`config.mk`:
```
export PLATFORM = sky130hd
export DESIGN_NAME = rca_config_loader
export DESIGN_NICKNAME = d
export VERILOG_FILES = /design/src/rtl/rca_config_loader.sv
export SDC_FILE = /design/constraint.sdc
export NUM_CORES = 1
export LEC_CHECK = 0
export CORE_UTILIZATION = 45
export CTS_BUF_LIST = sky130_fd_sc_hd__clkbuf_2
export CTS_CLUSTER_SIZE = 25
export DETAILED_ROUTE_END_ITERATION = 10
export GPL_TIMING_DRIVEN = 0
export PLACE_DENSITY_LB_ADDON = 0.2
export SLEW_MARGIN = 5
export SYNTH_ARGS = -nofsm -noshare
export SYNTH_HDL_FRONTEND = slang
export SYNTH_SLANG_ARGS = --single-unit
```
`constraint.sdc`:
```
create_clock -name clk -period 1.9 [get_ports clk]
set_input_delay 0.38 -clock clk [delete_from_list [all_inputs] [get_ports clk]]
set_output_delay 0.38 -clock clk [all_outputs]
set_load 0.05 [all_outputs]
```
`src/rtl/rca_config_loader.sv`:
```
// rtl/rca_config_loader.sv - sequences latched RCA port addresses into the config register file
module rca_config_loader #(
  parameter int NUM_RCAS        = 3,
  parameter int NUM_READ_PORTS  = 2,
  parameter int NUM_WRITE_PORTS = 2
) (
  input  logic                               clk,
  input  logic                               rst_n,
  input  logic                               cfg_valid,
  output logic                               cfg_ready,
  input  logic [$clog2(NUM_RCAS)-1:0]        cfg_rca_sel,
  input  logic [5*NUM_READ_PORTS-1:0]        cfg_src_addrs,
  input  logic [5*NUM_WRITE_PORTS-1:0]       cfg_dest_addrs,
  input  logic                               cfg_abort,
  output logic                               cfg_done,
  output logic                               cfg_err,
  output logic                               busy,
  output logic                               wr_en,
  output logic [$clog2(NUM_RCAS)-1:0]        rca_sel_w,
  output logic [$clog2(NUM_READ_PORTS)-1:0]  src_port_sel,
  output logic [$clog2(NUM_WRITE_PORTS)-1:0] dest_port_sel,
  output logic                               src_dest_port,
  output logic [4:0]                         reg_addr
);

  localparam int RW = $clog2(NUM_RCAS);
  localparam int SW = $clog2(NUM_READ_PORTS);
  localparam int DW = $clog2(NUM_WRITE_PORTS);
  localparam int CW = (SW > DW) ? SW : DW;

  localparam logic [RW:0]   RCA_LIMIT = (RW+1)'(NUM_RCAS);
  localparam logic [CW-1:0] SRC_LAST  = CW'(NUM_READ_PORTS - 1);
  localparam logic [CW-1:0] DEST_LAST = CW'(NUM_WRITE_PORTS - 1);

  typedef enum logic [1:0] {
    S_IDLE = 2'd0,
    S_SRC  = 2'd1,
    S_DEST = 2'd2,
    S_DONE = 2'd3
  } state_t;

  state_t                       r_state;
  logic [CW-1:0]                r_cnt;
  logic [5*NUM_READ_PORTS-1:0]  r_src_addrs;
  logic [5*NUM_WRITE_PORTS-1:0] r_dest_addrs;

  logic [CW-1:0] w_cnt_inc;
  logic [4:0]    w_src_next;
  logic [4:0]    w_dest_next;
  logic          w_sel_ok;

  assign w_cnt_inc = r_cnt + CW'(1);
  assign w_sel_ok  = ({1'b0, cfg_rca_sel} < RCA_LIMIT);

  // Pick the latched address of the port that will be written next cycle
  always_comb begin
    w_src_next  = 5'd0;
    w_dest_next = 5'd0;
    for (int i = 0; i < NUM_READ_PORTS; i++) begin
      if (w_cnt_inc == CW'(i)) w_src_next = r_src_addrs[5*i +: 5];
    end
    for (int j = 0; j < NUM_WRITE_PORTS; j++) begin
      if (w_cnt_inc == CW'(j)) w_dest_next = r_dest_addrs[5*j +: 5];
    end
  end

  // Load FSM; every output is registered so the write tuple lines up with the state it belongs to
  always_ff @(posedge clk or negedge rst_n) begin
    if (!rst_n) begin
      r_state       <= S_IDLE;
      r_cnt         <= '0;
      r_src_addrs   <= '0;
      r_dest_addrs  <= '0;
      cfg_ready     <= 1'b0;
      cfg_done      <= 1'b0;
      cfg_err       <= 1'b0;
      busy          <= 1'b0;
      wr_en         <= 1'b0;
      rca_sel_w     <= '0;
      src_port_sel  <= '0;
      dest_port_sel <= '0;
      src_dest_port <= 1'b0;
      reg_addr      <= 5'd0;
    end else begin
      cfg_done <= 1'b0;
      cfg_err  <= 1'b0;
      case (r_state)
        S_IDLE: begin
          cfg_ready <= 1'b1;
          if (cfg_valid && cfg_ready) begin
            if (w_sel_ok) begin
              // Port 0 of the source side goes out straight from the inputs being latched
              r_src_addrs   <= cfg_src_addrs;
              r_dest_addrs  <= cfg_dest_addrs;
              r_cnt         <= '0;
              r_state       <= S_SRC;
              cfg_ready     <= 1'b0;
              busy          <= 1'b1;
              wr_en         <= 1'b1;
              rca_sel_w     <= cfg_rca_sel;
              src_dest_port <= 1'b0;
              src_port_sel  <= '0;
              reg_addr      <= cfg_src_addrs[4:0];
            end else begin
              cfg_err <= 1'b1;
            end
          end
        end
        S_SRC: begin
          if (cfg_abort) begin
            r_state   <= S_IDLE;
            r_cnt     <= '0;
            wr_en     <= 1'b0;
            busy      <= 1'b0;
            cfg_ready <= 1'b1;
          end else if (r_cnt == SRC_LAST) begin
            r_state       <= S_DEST;
            r_cnt         <= '0;
            src_dest_port <= 1'b1;
            dest_port_sel <= '0;
            reg_addr      <= r_dest_addrs[4:0];
          end else begin
            r_cnt        <= w_cnt_inc;
            src_port_sel <= w_cnt_inc[SW-1:0];
            reg_addr     <= w_src_next;
          end
        end
        S_DEST: begin
          if (cfg_abort) begin
            r_state   <= S_IDLE;
            r_cnt     <= '0;
            wr_en     <= 1'b0;
            busy      <= 1'b0;
            cfg_ready <= 1'b1;
          end else if (r_cnt == DEST_LAST) begin
            r_state  <= S_DONE;
            r_cnt    <= '0;
            wr_en    <= 1'b0;
            cfg_done <= 1'b1;
          end else begin
            r_cnt         <= w_cnt_inc;
            dest_port_sel <= w_cnt_inc[DW-1:0];
            reg_addr      <= w_dest_next;
          end
        end
        S_DONE: begin
          r_state   <= S_IDLE;
          busy      <= 1'b0;
          cfg_ready <= 1'b1;
        end
        default: begin
          r_state   <= S_IDLE;
          r_cnt     <= '0;
          wr_en     <= 1'b0;
          busy      <= 1'b0;
          cfg_ready <= 1'b1;
        end
      endcase
    end
  end

endmodule

```
==> impl_table.tex, run 1 <==
\begin{tabular}{lr}
\hline
Metric & Value \\
\hline
\multicolumn{2}{l}{\textbf{Critical path}} \\
\quad Worst EP arrival & between 2 and 2.5 ns \\
\quad Critical path data required time & around 2.2 ns \\
\quad Ordered list of cells on the worst path & inv\_2 -> ha\_2 -> nor2b\_2 -> a22oi\_1 -> o21ai\_0 -> mux2\_4 \\
\quad Critical setup path kind & reg2reg \\
\quad Slowest cell on crit path & sky130\_fd\_sc\_hd\_\_dfrtp\_1 \\
\quad Critical path endpoint category & flip-flop \\
\quad Maximum fanout along the worst path & 9 \\
\quad Kind of start point of the critical path & flip-flop \\
\quad Slowest cell delay on critical path & between 0.4 and 0.5 ns \\
\multicolumn{2}{l}{\textbf{Logic synthesis}} \\
\quad Proportion of synthesized chip area in sequential cells & between 40\% and 50\% \\
\quad Share of synthesized registers carrying an async set or reset & between 90\% and 100\% \\
\quad Most common library cells after synthesis & sky130\_fd\_sc\_hd\_\_dfrtp\_1 (33), sky130\_fd\_sc\_hd\_\_mux2\_2 (14), sky130\_fd\_sc\_hd\_\_inv\_1 (12), sky130\_fd\_sc\_hd\_\_nor2\_1 (10), sky130\_fd\_sc\_hd\_\_mux2\_4 (8) \\
\quad EDFF count, synth & 0 \\
\quad Area leader, netlist & sky130\_fd\_sc\_hd\_\_dfrtp\_1 \\
\quad Top area cells in the synthesized netlist & sky130\_fd\_sc\_hd\_\_dfrtp\_1 (50\%), sky130\_fd\_sc\_hd\_\_mux2\_2 (9.5\%), sky130\_fd\_sc\_hd\_\_mux2\_4 (7.2\%) \\
\quad Synth Net Count & 173 \\
\quad Leading cell type by number of instances after synthesis & sky130\_fd\_sc\_hd\_\_dfrtp\_1 \\
\quad Cell area after synthesis & 0.00166 sq mm \\
\quad Most used flip-flop cell after synthesis & sky130\_fd\_sc\_hd\_\_dfrtp\_1 \\
\quad Yosys warning total & 0 \\
\quad Netlist cell types & 32 \\
\quad Synthesized area per cell & 11.9 sq um \\
\quad Mapped Cells & between 100 and 150 \\
\quad Count of state elements after synthesis & 33 \\
\quad Share of the synthesized area in the top cell type & just under 50\% \\
\multicolumn{2}{l}{\textbf{Placement}} \\
\quad Routability congestion estimate & approximately 0.8 \\
\quad Estimated wirelength of the detail-placed design & between 2 and 3 mm \\
\quad IO buf count & 40 \\
\multicolumn{2}{l}{\textbf{GRT}} \\
\quad Largest net degree at the start of global routing & 34 \\
\quad Global router's overall resource usage & $\sim$20\% \\
\quad Antenna violations before repair & 0 \\
\quad Overall overflow remaining after global route & 0 \\
\quad First-pass GRT wire length & 6.02 mm \\
\quad Vias in the first global route & 1297 \\
\multicolumn{2}{l}{\textbf{Detailed routing}} \\
\quad Drt via density & 5.34 \\
\quad Initial drt markers & 41 \\
\quad Wire length per cell & about 15 microns \\
\quad Post-DRT Antenna Nets & 0 \\
\quad Routed wire length & 3.57 mm \\
\quad Total iterations of the first detailed-routing run & 4 \\
\quad DRC violation count after routing & 0 \\
\quad Vias after detailed routing & roughly 1300 \\
\multicolumn{2}{l}{\textbf{Clock tree}} \\
\quad Clock root buffer & sky130\_fd\_sc\_hd\_\_clkbuf\_2 \\
\quad Clk pin slew, worst setup/hold paths & about 0.18 ns \\
\quad Number of H-tree levels & 2 \\
\quad Number of hold-repair buffers added at the cts stage & 0 \\
\quad Clock latency on the worst-skew pair & about 0.38 ns \\
\quad Sinks on the clock net & 33 \\
\quad TritonCTS Buffers & 5 \\
\quad TritonCTS clock tree & built \\
\quad Max clock buf depth & 2 \\
\multicolumn{2}{l}{\textbf{Die}} \\
\quad Width of the die & 62.8 microns \\
\quad Standard-cell rows & 21 \\
\quad I/O pin count & just over 40 \\
\quad Starting utilization of the core area & approximately 48\% \\
\quad Chip Height & 62.8 microns \\
\quad Floorplan die area & roughly 0.0039 sq mm \\
\quad Floorplan Core Area & $\sim$0.0034 sq mm \\
\multicolumn{2}{l}{\textbf{Pwr}} \\
\quad Maximum vdd ir drop & approximately 0.75 mV \\
\quad Static leakage power & about 0.0011 uW \\
\quad Power density over the cells & between 1500 and 2000 mW/mm\^{}2 \\
\quad Total Power Consumption & between 3000 and 4000 uW \\
\multicolumn{2}{l}{\textbf{Timing}} \\
\quad Slew at the pin closest to its max-slew limit & 0.737 ns \\
\quad Final period util & a little over nine tenths \\
\quad Remaining max-slew budget at the tightest pin & 50.8\% \\
\quad Final setup fails & 0 \\
\quad Worst Clk Skew & about 0.015 ns \\
\quad Final hold violation count & 0 \\
\quad Max Transition Viols Final & 0 \\
\quad Final period demand of the worst path & about 1.8 ns \\
\quad Achievable frequency & 550 MHz \\
\multicolumn{2}{l}{\textbf{Hold path}} \\
\quad Class of the tightest hold or removal check & in2async \\
\multicolumn{2}{l}{\textbf{Finish}} \\
\quad Number of antenna repair diodes & 0 \\
\quad Share of cells above drive strength 1 & roughly a quarter \\
\quad Area growth, synth to finish & 33.2\% \\
\quad Final \#Nets & about 220 \\
\quad Layout Utilization & 64.4\% \\
\multicolumn{2}{l}{\textbf{Outcome}} \\
\quad Status & finished clean \\
\multicolumn{2}{l}{\textbf{Run}} \\
\quad Maxcap violations & 0 \\
\hline
\end{tabular}
-- cell type report --
type / instances / area, sq um
inverters: 12 / 45.0
repair buffers: 43 / 403
fillers: 290 / 1230
flip-flops and latches: 33 / 826
plain buffers: 4 / 45.0
well taps: 46 / 57.6
clock inverters: 2 / 10.0
multi-input cells: 91 / 800
clock buffers: 6 / 30.0
-- kinds of logic (layout without fill, tap and decap cells) --
| logic type | after synthesis | after routing | synth area share (%) |
|---|---|---|---|
| DFF | 33 | 33 | 49.6 |
| adders and majority gates | 7 | 7 | 5.26 |
| muxes | 23 | 23 | 17.3 |
| buffers and inverters | 16 | 67 | 4.66 |
| AOI/OAI and AO/OA | 34 | 34 | 14.7 |
| and+or+nand+nor | 27 | 27 | 8.42 |
-- per-layer routing --
layer	wire, microns	part of all wire [%]	track usage [%]	vias to the layer above
li1	-	-	-	604
met1	1650	46	26.0	613
met2	1680	47	32.1	42
met3	187	5.2	5.66	7
met4	57	1.6	6.98	0
met5	0	0	0	-
-- worst max-delay path, delay by kind of cell (launching register included) --
family / cells / cell delay (ns)
AND/OR/NAND/NOR: 1 / 0.23
flip-flops: 1 / 0.46
multiplexers: 1 / 0.26
buffers and inverters: 1 / 0.11
adder cells (fa/ha/maj): 1 / 0.33
AO/OA/AOI/OAI: 2 / 0.34
-- metrics by stage --
stage               cells  setup TNS [ns]  cell area (sq um)  hold WS (ns)  setup WS, ns
floorplan             140               0               1660        0.0844         0.198
global placement      226           -6.18               2120         0.476        -0.183
detailed placement    226          -0.672               2120         0.486       -0.0954
CTS                   235               0               2150        0.0476        0.0114
global route          237         -0.0141               2220        0.0634      -0.00929
finish                237               0               2220        0.0321        0.0803
-- cells in the final DEF (no fill, tap or decap), types with 6 or more instances in the layout --
| master | Yosys | layout |
|---|---|---|
| sky130_fd_sc_hd__mux2_4 | 8 | 11 |
| sky130_fd_sc_hd__nor2_1 | 10 | 9 |
| sky130_fd_sc_hd__nand2_1 | 7 | 7 |
| sky130_fd_sc_hd__clkbuf_2 | 0 | 6 |
| sky130_fd_sc_hd__mux2_2 | 14 | 11 |
| sky130_fd_sc_hd__dlygate4sd2_1 | 0 | 15 |
| sky130_fd_sc_hd__clkdlybuf4s50_1 | 0 | 24 |
| sky130_fd_sc_hd__dfrtp_1 | 33 | 33 |
| sky130_fd_sc_hd__inv_1 | 12 | 10 |
-- worst paths after layout --
kind | depth (start not counted) | end | from | slack [ns]
max | 6 | reg_addr[0]$_DFFE_PN0P_ | r_state[1]$_DFFE_PN0P_ | 0.08
max reg2reg | 6 | reg_addr[0]$_DFFE_PN0P_ | r_state[1]$_DFFE_PN0P_ | 0.08
min in group clk | 1 | busy$_DFFE_PN0P_ | busy$_DFFE_PN0P_ | 0.53
min reg2reg | 1 | busy$_DFFE_PN0P_ | busy$_DFFE_PN0P_ | 0.53
max in group asynchronous | 1 | r_state[0]$_DFFE_PN0P_ | rst_n | 1.39
min | 1 | reg_addr[3]$_DFFE_PN0P_ | rst_n | 0.03
-- power breakdown --
part | switching, uW | internal (uW)
registers | 201 | 1030
logic | 1280 | 1060
clock network | 240 | 92.4
total | 1720 | 2180
-- state kept, by name, indices dropped and copies added (netlist names) --
name and cells:
cfg_ready 1, dest_port_sel 1, r_cnt 1, busy 1
r_state 2, reg_addr 5, src_port_sel 1, cfg_done 1
src_dest_port 1, cfg_err 1, rca_sel_w 2, wr_en 1
r_dest_addrs 10, r_src_addrs 5
-- what timing repair did --
action	4_1_cts	5_1_grt
pin swaps	0	1
gates cloned	0	0
buffers inserted	1	2
setup endpoints to repair	20	5
gates resized for setup	17	18
Note: power is estimated with default switching activity, not from simulation.
==> run 2: changes to the inputs <==
- CORE_MARGIN: default -> 5
- CORE_UTILIZATION: 45 -> 25
==> impl_table.tex, run 2 (synthesized netlist as in run 1, its figures left out) <==
\begin{tabular}{lr}
\hline
Metric & Value \\
\hline
\multicolumn{2}{l}{\textbf{Clock tree}} \\
\quad Number of H-tree levels & 2 (unchanged) \\
\quad Max clock buf depth & 2 (unchanged) \\
\quad TritonCTS clock tree & built \\
\quad Clock root buffer & sky130\_fd\_sc\_hd\_\_clkbuf\_2 \\
\quad Clock latency on the worst-skew pair & 0.36 ns (-0.02 ns) \\
\quad Sinks on the clock net & 33 (unchanged) \\
\quad Clk pin slew, worst setup/hold paths & 0.17 ns (about the same) \\
\quad TritonCTS Buffers & 5 (unchanged) \\
\multicolumn{2}{l}{\textbf{Detailed routing}} \\
\quad Routed wire length & 3.99 mm (+12\%) \\
\quad DRC violation count after routing & 0 (unchanged) \\
\quad Total iterations of the first detailed-routing run & 5 (+1) \\
\quad Post-DRT Antenna Nets & 0 (unchanged) \\
\quad Drt via density & 4.76 (-11\%) \\
\quad Vias after detailed routing & 1271 (+0.39\%) \\
\quad Wire length per cell & 14.9 microns (-0.78\%) \\
\quad Initial drt markers & 48 (+17\%) \\
\multicolumn{2}{l}{\textbf{Finish}} \\
\quad Leading registers by flop count & r\_dest\_addrs x10, r\_src\_addrs x5, reg\_addr x5 \\
\quad Area growth, synth to finish & 36.2\% \\
\quad Number of antenna repair diodes & 0 (unchanged) \\
\quad Most flop-heavy register & r\_dest\_addrs \\
\quad Most frequent standard cell in the layout excluding fill and tap cells & sky130\_fd\_sc\_hd\_\_dfrtp\_1 \\
\quad Layout Utilization & 35.3\% (-29 points) \\
\quad Final \#Nets & 222 (-0.45\%) \\
\quad Most frequent cells in the layout & sky130\_fd\_sc\_hd\_\_dfrtp\_1 (33), sky130\_fd\_sc\_hd\_\_clkdlybuf4s50\_1 (24), sky130\_fd\_sc\_hd\_\_dlygate4sd2\_1 (15), sky130\_fd\_sc\_hd\_\_mux2\_2 (14), sky130\_fd\_sc\_hd\_\_inv\_1 (11) \\
\quad Number of flip-flops under the largest register name & 10 (unchanged) \\
\quad Share of cells above drive strength 1 & 25.3\% (-0.91 points) \\
\multicolumn{2}{l}{\textbf{Placement}} \\
\quad Estimated wirelength of the detail-placed design & 2.94 mm (+15\%) \\
\quad Routability congestion estimate & 0.773 (-5.3\%) \\
\quad Post-placement setup slack & -0.101 ns (-0.00609 ns) \\
\quad IO buf count & 40 (unchanged) \\
\multicolumn{2}{l}{\textbf{Run}} \\
\quad Maxcap violations & 0 (unchanged) \\
\multicolumn{2}{l}{\textbf{Die}} \\
\quad Chip Height & 91.6 microns (+46\%) \\
\quad Standard-cell rows & 29 (+38\%) \\
\quad Width of the die & 91.6 microns (+46\%) \\
\quad Floorplan die area & 0.00839 sq mm (+110\%) \\
\quad Starting utilization of the core area & 25.9\% (-22 points) \\
\quad Floorplan Core Area & 0.00642 sq mm (+87\%) \\
\quad I/O pin count & 41 (unchanged) \\
\multicolumn{2}{l}{\textbf{Timing}} \\
\quad Least setup slack across all paths after layout & 0.0873 ns (+0.00706 ns) \\
\quad Final hold violation count & 0 (unchanged) \\
\quad Final period util & 95.4\% (-0.37 points) \\
\quad Achievable frequency & 552 MHz (+0.39\%) \\
\quad Worst hold margin & 0.0562 ns (+0.0241 ns) \\
\quad Final setup fails & 0 (unchanged) \\
\quad Slew at the pin closest to its max-slew limit & 0.766 ns (+0.0289 ns) \\
\quad Worst Clk Skew & 0.0101 ns (-0.00532 ns) \\
\quad Remaining max-slew budget at the tightest pin & 48.9\% (-1.9 points) \\
\quad Setup repair after global routing missed its margin & false \\
\quad Max Transition Viols Final & 0 (unchanged) \\
\quad Final period demand of the worst path & 1.81 ns (-0.00706 ns) \\
\multicolumn{2}{l}{\textbf{Critical path}} \\
\quad Critical path data required time & 2.16 ns (-0.02 ns) \\
\quad Worst EP arrival & 2.08 ns (-0.02 ns) \\
\quad Maximum fanout along the worst path & 10 (+1) \\
\quad Critical path endpoint category & flip-flop \\
\quad Critical setup path kind & reg2reg \\
\quad Kind of start point of the critical path & flip-flop \\
\multicolumn{2}{l}{\textbf{Pwr}} \\
\quad Static leakage power & 0.00106 uW (-0.72\%) \\
\quad Maximum vdd ir drop & 0.525 mV (-30\%) \\
\quad Power density over the cells & 1760 mW/mm\^{}2 (-0.38\%) \\
\multicolumn{2}{l}{\textbf{GRT}} \\
\quad Largest net degree at the start of global routing & 34 (unchanged) \\
\quad Vias in the first global route & 1329 (+2.5\%) \\
\quad Global router's overall resource usage & 9.92\% (-10 points) \\
\quad Overall overflow remaining after global route & 0 (unchanged) \\
\quad Antenna violations before repair & 0 (unchanged) \\
\quad First-pass GRT wire length & 6.59 mm (+9.5\%) \\
\multicolumn{2}{l}{\textbf{Outcome}} \\
\quad Status & finished clean \\
\multicolumn{2}{l}{\textbf{Hold path}} \\
\quad Class of the tightest hold or removal check & in2async \\
\hline
\end{tabular}
run 2: cell count changes in the layout (fill, tap and decap cells not counted), sizes merged:
cell / before / now
buf: 8 / 7
clkinv: 2 / 1
bufinv: 0 / 1
run 2: per-stage QoR:
stage                     power (uW)  TNS [ns]  instances  instance area [sq um]
final                           3980         0        267                   2270
after global placement          3460    -12.59        257                   2160
after global routing            4270         0        267                   2270
after CTS                       3940         0        267                   2230
after floorplan                 2840         0        140                   1660
after detailed placement        3480    -0.931        257                   2160
run 2: timing repair:
action                                 CTS  global route
gates resized for setup                 21             7
setup endpoints to repair               20             5
endpoints found under the hold margin    0             0
pin swaps                                1             1
hold buffers                             0             0
setup buffers                            2             0
gates cloned                             0             0
run 2: layer usage:
metal | vias up | track usage, % | wire, microns
li1 | 605 | - | -
met2 | 33 | 16.1 | 1880
met5 | - | 0 | 0
met1 | 628 | 12.2 | 1850
met4 | 0 | 4.15 | 54
met3 | 5 | 2.89 | 203
run 2: worst max-delay path: stages, from the launching register on:
cell and delay (ns):
sky130_fd_sc_hd__dfrtp_1 0.40, sky130_fd_sc_hd__inv_2 0.08, sky130_fd_sc_hd__ha_1 0.19, sky130_fd_sc_hd__buf_4 0.18
sky130_fd_sc_hd__a21oi_1 0.15, sky130_fd_sc_hd__nor2_1 0.08, sky130_fd_sc_hd__nor3_4 0.26, sky130_fd_sc_hd__mux2_2 0.37
run 2: final timing paths:
path | start | to | slack [ns] | cells after the start
min in group clk | src_port_sel$_DFFE_PN0P_ | src_port_sel$_DFFE_PN0P_ | 0.52 | 1
hold reg to reg | src_port_sel$_DFFE_PN0P_ | src_port_sel$_DFFE_PN0P_ | 0.52 | 1
setup / recovery | r_state[0]$_DFFE_PN0P_ | reg_addr[0]$_DFFE_PN0P_ | 0.09 | 7
max in group asynchronous | rst_n | cfg_done$_DFF_PN0_ | 1.35 | 1
hold / removal | rst_n | src_dest_port$_DFFE_PN0P_ | 0.06 | 1
setup reg to reg | r_state[0]$_DFFE_PN0P_ | reg_addr[0]$_DFFE_PN0P_ | 0.09 | 7
run 2: area by class of cell:
cell class | count | area, sq um
sequential | 33 | 826
multi-input combinational | 91 | 803
clock buffer | 6 | 30.0
buffer | 4 | 41.3
timing repair buffer | 42 | 392
fill | 663 | 4160
inverter | 12 | 45.0
tap | 77 | 96.3
clock inverter | 2 | 33.8
run 2: power by group:
part	total, uW	switching [uW]	internal [uW]
Sequential	1230	206	1030
Combinational	2290	1270	1020
Clock	455	230	225
Total	3980	1710	2270
==> run 3: changes to the inputs <==
- SETUP_SLACK_MARGIN: default -> 0.1
==> impl_table.tex, run 3 (synthesized netlist as in run 1, its figures left out) <==
\begin{tabular}{lr}
\hline
Metric & Value \\
\hline
\multicolumn{2}{l}{\textbf{Outcome}} \\
\quad Status & finished clean \\
\multicolumn{2}{l}{\textbf{Detailed routing}} \\
\quad Drt via density & 4.69 (-1.6\%) \\
\quad Wire length per cell & 15.1 microns (+1.1\%) \\
\quad Routed wire length & 4.14 mm (+3.8\%) \\
\quad DRC violation count after routing & 0 (unchanged) \\
\quad Total iterations of the first detailed-routing run & 6 (+1) \\
\quad Initial drt markers & 53 (+10\%) \\
\quad Vias after detailed routing & 1284 (+1.0\%) \\
\quad Post-DRT Antenna Nets & 0 (unchanged) \\
\multicolumn{2}{l}{\textbf{Die}} \\
\quad Starting utilization of the core area & 25.9\% (unchanged) \\
\quad I/O pin count & 41 (unchanged) \\
\quad Standard-cell rows & 29 (unchanged) \\
\quad Width of the die & 91.6 microns (unchanged) \\
\quad Chip Height & 91.6 microns (unchanged) \\
\quad Floorplan die area & 0.00839 sq mm (unchanged) \\
\quad Floorplan Core Area & 0.00642 sq mm (unchanged) \\
\multicolumn{2}{l}{\textbf{Finish}} \\
\quad Post-route insts no fill & 274 (+2.6\%) \\
\quad Seq. cell area & 826 sq um (unchanged) \\
\quad Area of the multi-input gates & 848 sq um (+5.6\%) \\
\quad Final \#Nets & 229 (+3.2\%) \\
\quad Most frequent cells in the layout & sky130\_fd\_sc\_hd\_\_dfrtp\_1 (33), sky130\_fd\_sc\_hd\_\_clkdlybuf4s50\_1 (24), sky130\_fd\_sc\_hd\_\_dlygate4sd2\_1 (14), sky130\_fd\_sc\_hd\_\_mux2\_2 (13) \\
\quad Leading registers by flop count & r\_dest\_addrs x10, r\_src\_addrs x5, reg\_addr x5 \\
\quad Number of flip-flops under the largest register name & 10 (unchanged) \\
\quad Share of cells above drive strength 1 & 31.5\% (+6.2 points) \\
\quad Number of fill cells & 654 (-1.4\%) \\
\quad Most frequent standard cell in the layout excluding fill and tap cells & sky130\_fd\_sc\_hd\_\_dfrtp\_1 \\
\quad Number of antenna repair diodes & 0 (unchanged) \\
\quad Most flop-heavy register & r\_dest\_addrs \\
\quad Area growth, synth to finish & 42.8\% \\
\multicolumn{2}{l}{\textbf{Pwr}} \\
\quad Static leakage power & 0.00111 uW (+5.0\%) \\
\quad Maximum vdd ir drop & 0.567 mV (+7.9\%) \\
\quad Power density over the cells & 1770 mW/mm\^{}2 (+0.90\%) \\
\multicolumn{2}{l}{\textbf{Timing}} \\
\quad Worst Clk Skew & 0.0156 ns (+0.00545 ns) \\
\quad Worst hold margin & 0.0392 ns (-0.0170 ns) \\
\quad Final setup fails & 0 (unchanged) \\
\quad Final period util & 91.0\% (-4.4 points) \\
\quad Final period demand of the worst path & 1.73 ns (-0.0845 ns) \\
\quad Final hold violation count & 0 (unchanged) \\
\quad Achievable frequency & 579 MHz (+4.9\%) \\
\quad Slew at the pin closest to its max-slew limit & 0.760 ns (-0.00644 ns) \\
\quad Least setup slack across all paths after layout & 0.172 ns (+0.0845 ns) \\
\quad Setup repair after global routing missed its margin & false \\
\quad Remaining max-slew budget at the tightest pin & 49.3\% (+0.43 points) \\
\quad Max Transition Viols Final & 0 (unchanged) \\
\multicolumn{2}{l}{\textbf{GRT}} \\
\quad First-pass GRT wire length & 6.79 mm (+3.0\%) \\
\quad Global router's overall resource usage & 10.3\% (+0.38 points) \\
\quad Antenna violations before repair & 0 (unchanged) \\
\quad Vias in the first global route & 1350 (+1.6\%) \\
\quad Overall overflow remaining after global route & 0 (unchanged) \\
\quad Largest net degree at the start of global routing & 34 (unchanged) \\
\multicolumn{2}{l}{\textbf{Critical path}} \\
\quad Critical path endpoint category & flip-flop \\
\quad Kind of start point of the critical path & flip-flop \\
\quad Worst EP arrival & 2.02 ns (-0.06 ns) \\
\quad Critical path data required time & 2.19 ns (+0.03 ns) \\
\quad Critical setup path kind & reg2reg \\
\quad Worst reg2reg path depth & 5 (-2) \\
\quad Maximum fanout along the worst path & 5 (-5) \\
\quad Worst r2r src & r\_state[1]\$\_DFFE\_PN0P\_ \\
\quad Worst reg2reg endpoint & reg\_addr[4]\$\_DFFE\_PN0P\_ \\
\quad Register-to-register setup slack & 0.17 ns (+0.08 ns) \\
\multicolumn{2}{l}{\textbf{Run}} \\
\quad Maxcap violations & 0 (unchanged) \\
\multicolumn{2}{l}{\textbf{Clock tree}} \\
\quad Clock latency on the worst-skew pair & 0.38 ns (+0.02 ns) \\
\quad Number of H-tree levels & 2 (unchanged) \\
\quad TritonCTS Buffers & 5 (unchanged) \\
\quad Sinks on the clock net & 33 (unchanged) \\
\quad Clock root buffer & sky130\_fd\_sc\_hd\_\_clkbuf\_2 \\
\quad Number of hold-repair buffers added at the cts stage & 0 (unchanged) \\
\quad Max clock buf depth & 2 (unchanged) \\
\quad Clk pin slew, worst setup/hold paths & 0.17 ns (about the same) \\
\quad TritonCTS clock tree & built \\
\multicolumn{2}{l}{\textbf{Hold path}} \\
\quad Class of the tightest hold or removal check & in2async \\
\multicolumn{2}{l}{\textbf{Placement}} \\
\quad Post-placement setup slack & -0.101 ns (unchanged) \\
\quad Placed cells & 257 (unchanged) \\
\quad IO buf count & 40 (unchanged) \\
\quad Routability congestion estimate & 0.773 (unchanged) \\
\quad Estimated wirelength of the detail-placed design & 2.94 mm (unchanged) \\
\hline
\end{tabular}
==> run 3: worst max path at each step <==
stage	startpoint	endpoint	slack, ns	cells past startpoint
floorplan	cfg_ready$_DFFE_PN0P_	r_dest_addrs[3]$_DFFE_PN0P_	0.20	5
global placement	rst_n	r_dest_addrs[8]$_DFFE_PN0P_	-0.35	1
global route	r_state[0]$_DFFE_PN0P_	reg_addr[0]$_DFFE_PN0P_	0.1	7
detailed placement	cfg_rca_sel[1]	reg_addr[4]$_DFFE_PN0P_	-0.10	5
finish	r_state[1]$_DFFE_PN0P_	reg_addr[4]$_DFFE_PN0P_	0.17	5
CTS	cfg_ready$_DFFE_PN0P_	cfg_ready	0.09	1
==> run 3: repair_timing <==
action	in CTS	in global routing
buffers inserted	7	2
pin swaps	3	4
endpoints found under the hold margin	0	0
endpoints found under the setup margin	28	15
gates resized for setup	30	15
==> run 3: per-stage QoR <==
step / TNS (ns) / power [uW] / cell area [sq um] / utilization, %
6_report: 0 / 4210 / 2380 / 37.0
5_1_grt: 0 / 4500 / 2380 / 37.0
4_1_cts: 0 / 4110 / 2310 / 36.0
3_5_place_dp: -0.931 / 3480 / 2160 / 33.6
3_3_place_gp: -12.59 / 3460 / 2160 / 33.6
2_1_floorplan: 0 / 2840 / 1660 / -
==> run 3: layout make-up <==
class                      instances  share of cell area [%]
clock inverter                     2                    1.42
inverter                          12                    1.90
clock buffer                       6                    1.26
sequential                        33                    34.8
tap                               77                    4.05
multi-input combinational         91                    35.7
timing repair buffer              49                    18.9
buffer                             4                    2.05
==> run 3: critical path: stages, from the launching register on <==
cell	delay (ns)
sky130_fd_sc_hd__dfrtp_1	0.45
sky130_fd_sc_hd__buf_4	0.15
sky130_fd_sc_hd__buf_4	0.13
sky130_fd_sc_hd__ha_2	0.21
sky130_fd_sc_hd__nor3_4	0.34
sky130_fd_sc_hd__mux2_2	0.37
==> run 3: where the power goes <==
part,internal [uW],switching [uW],total [uW]
Combinational,1170,1340,2510
Sequential,1030,210,1240
Clock,225,239,464
==> run 3: layer usage <==
metal / routed length (microns) / global-route usage (%) / up-vias
met5: 0 / 0 / -
met4: 82 / 4.52 / 0
met1: 1850 / 12.5 / 631
li1: - / - / 616
met2: 1990 / 16.7 / 31
met3: 216 / 3.14 / 6
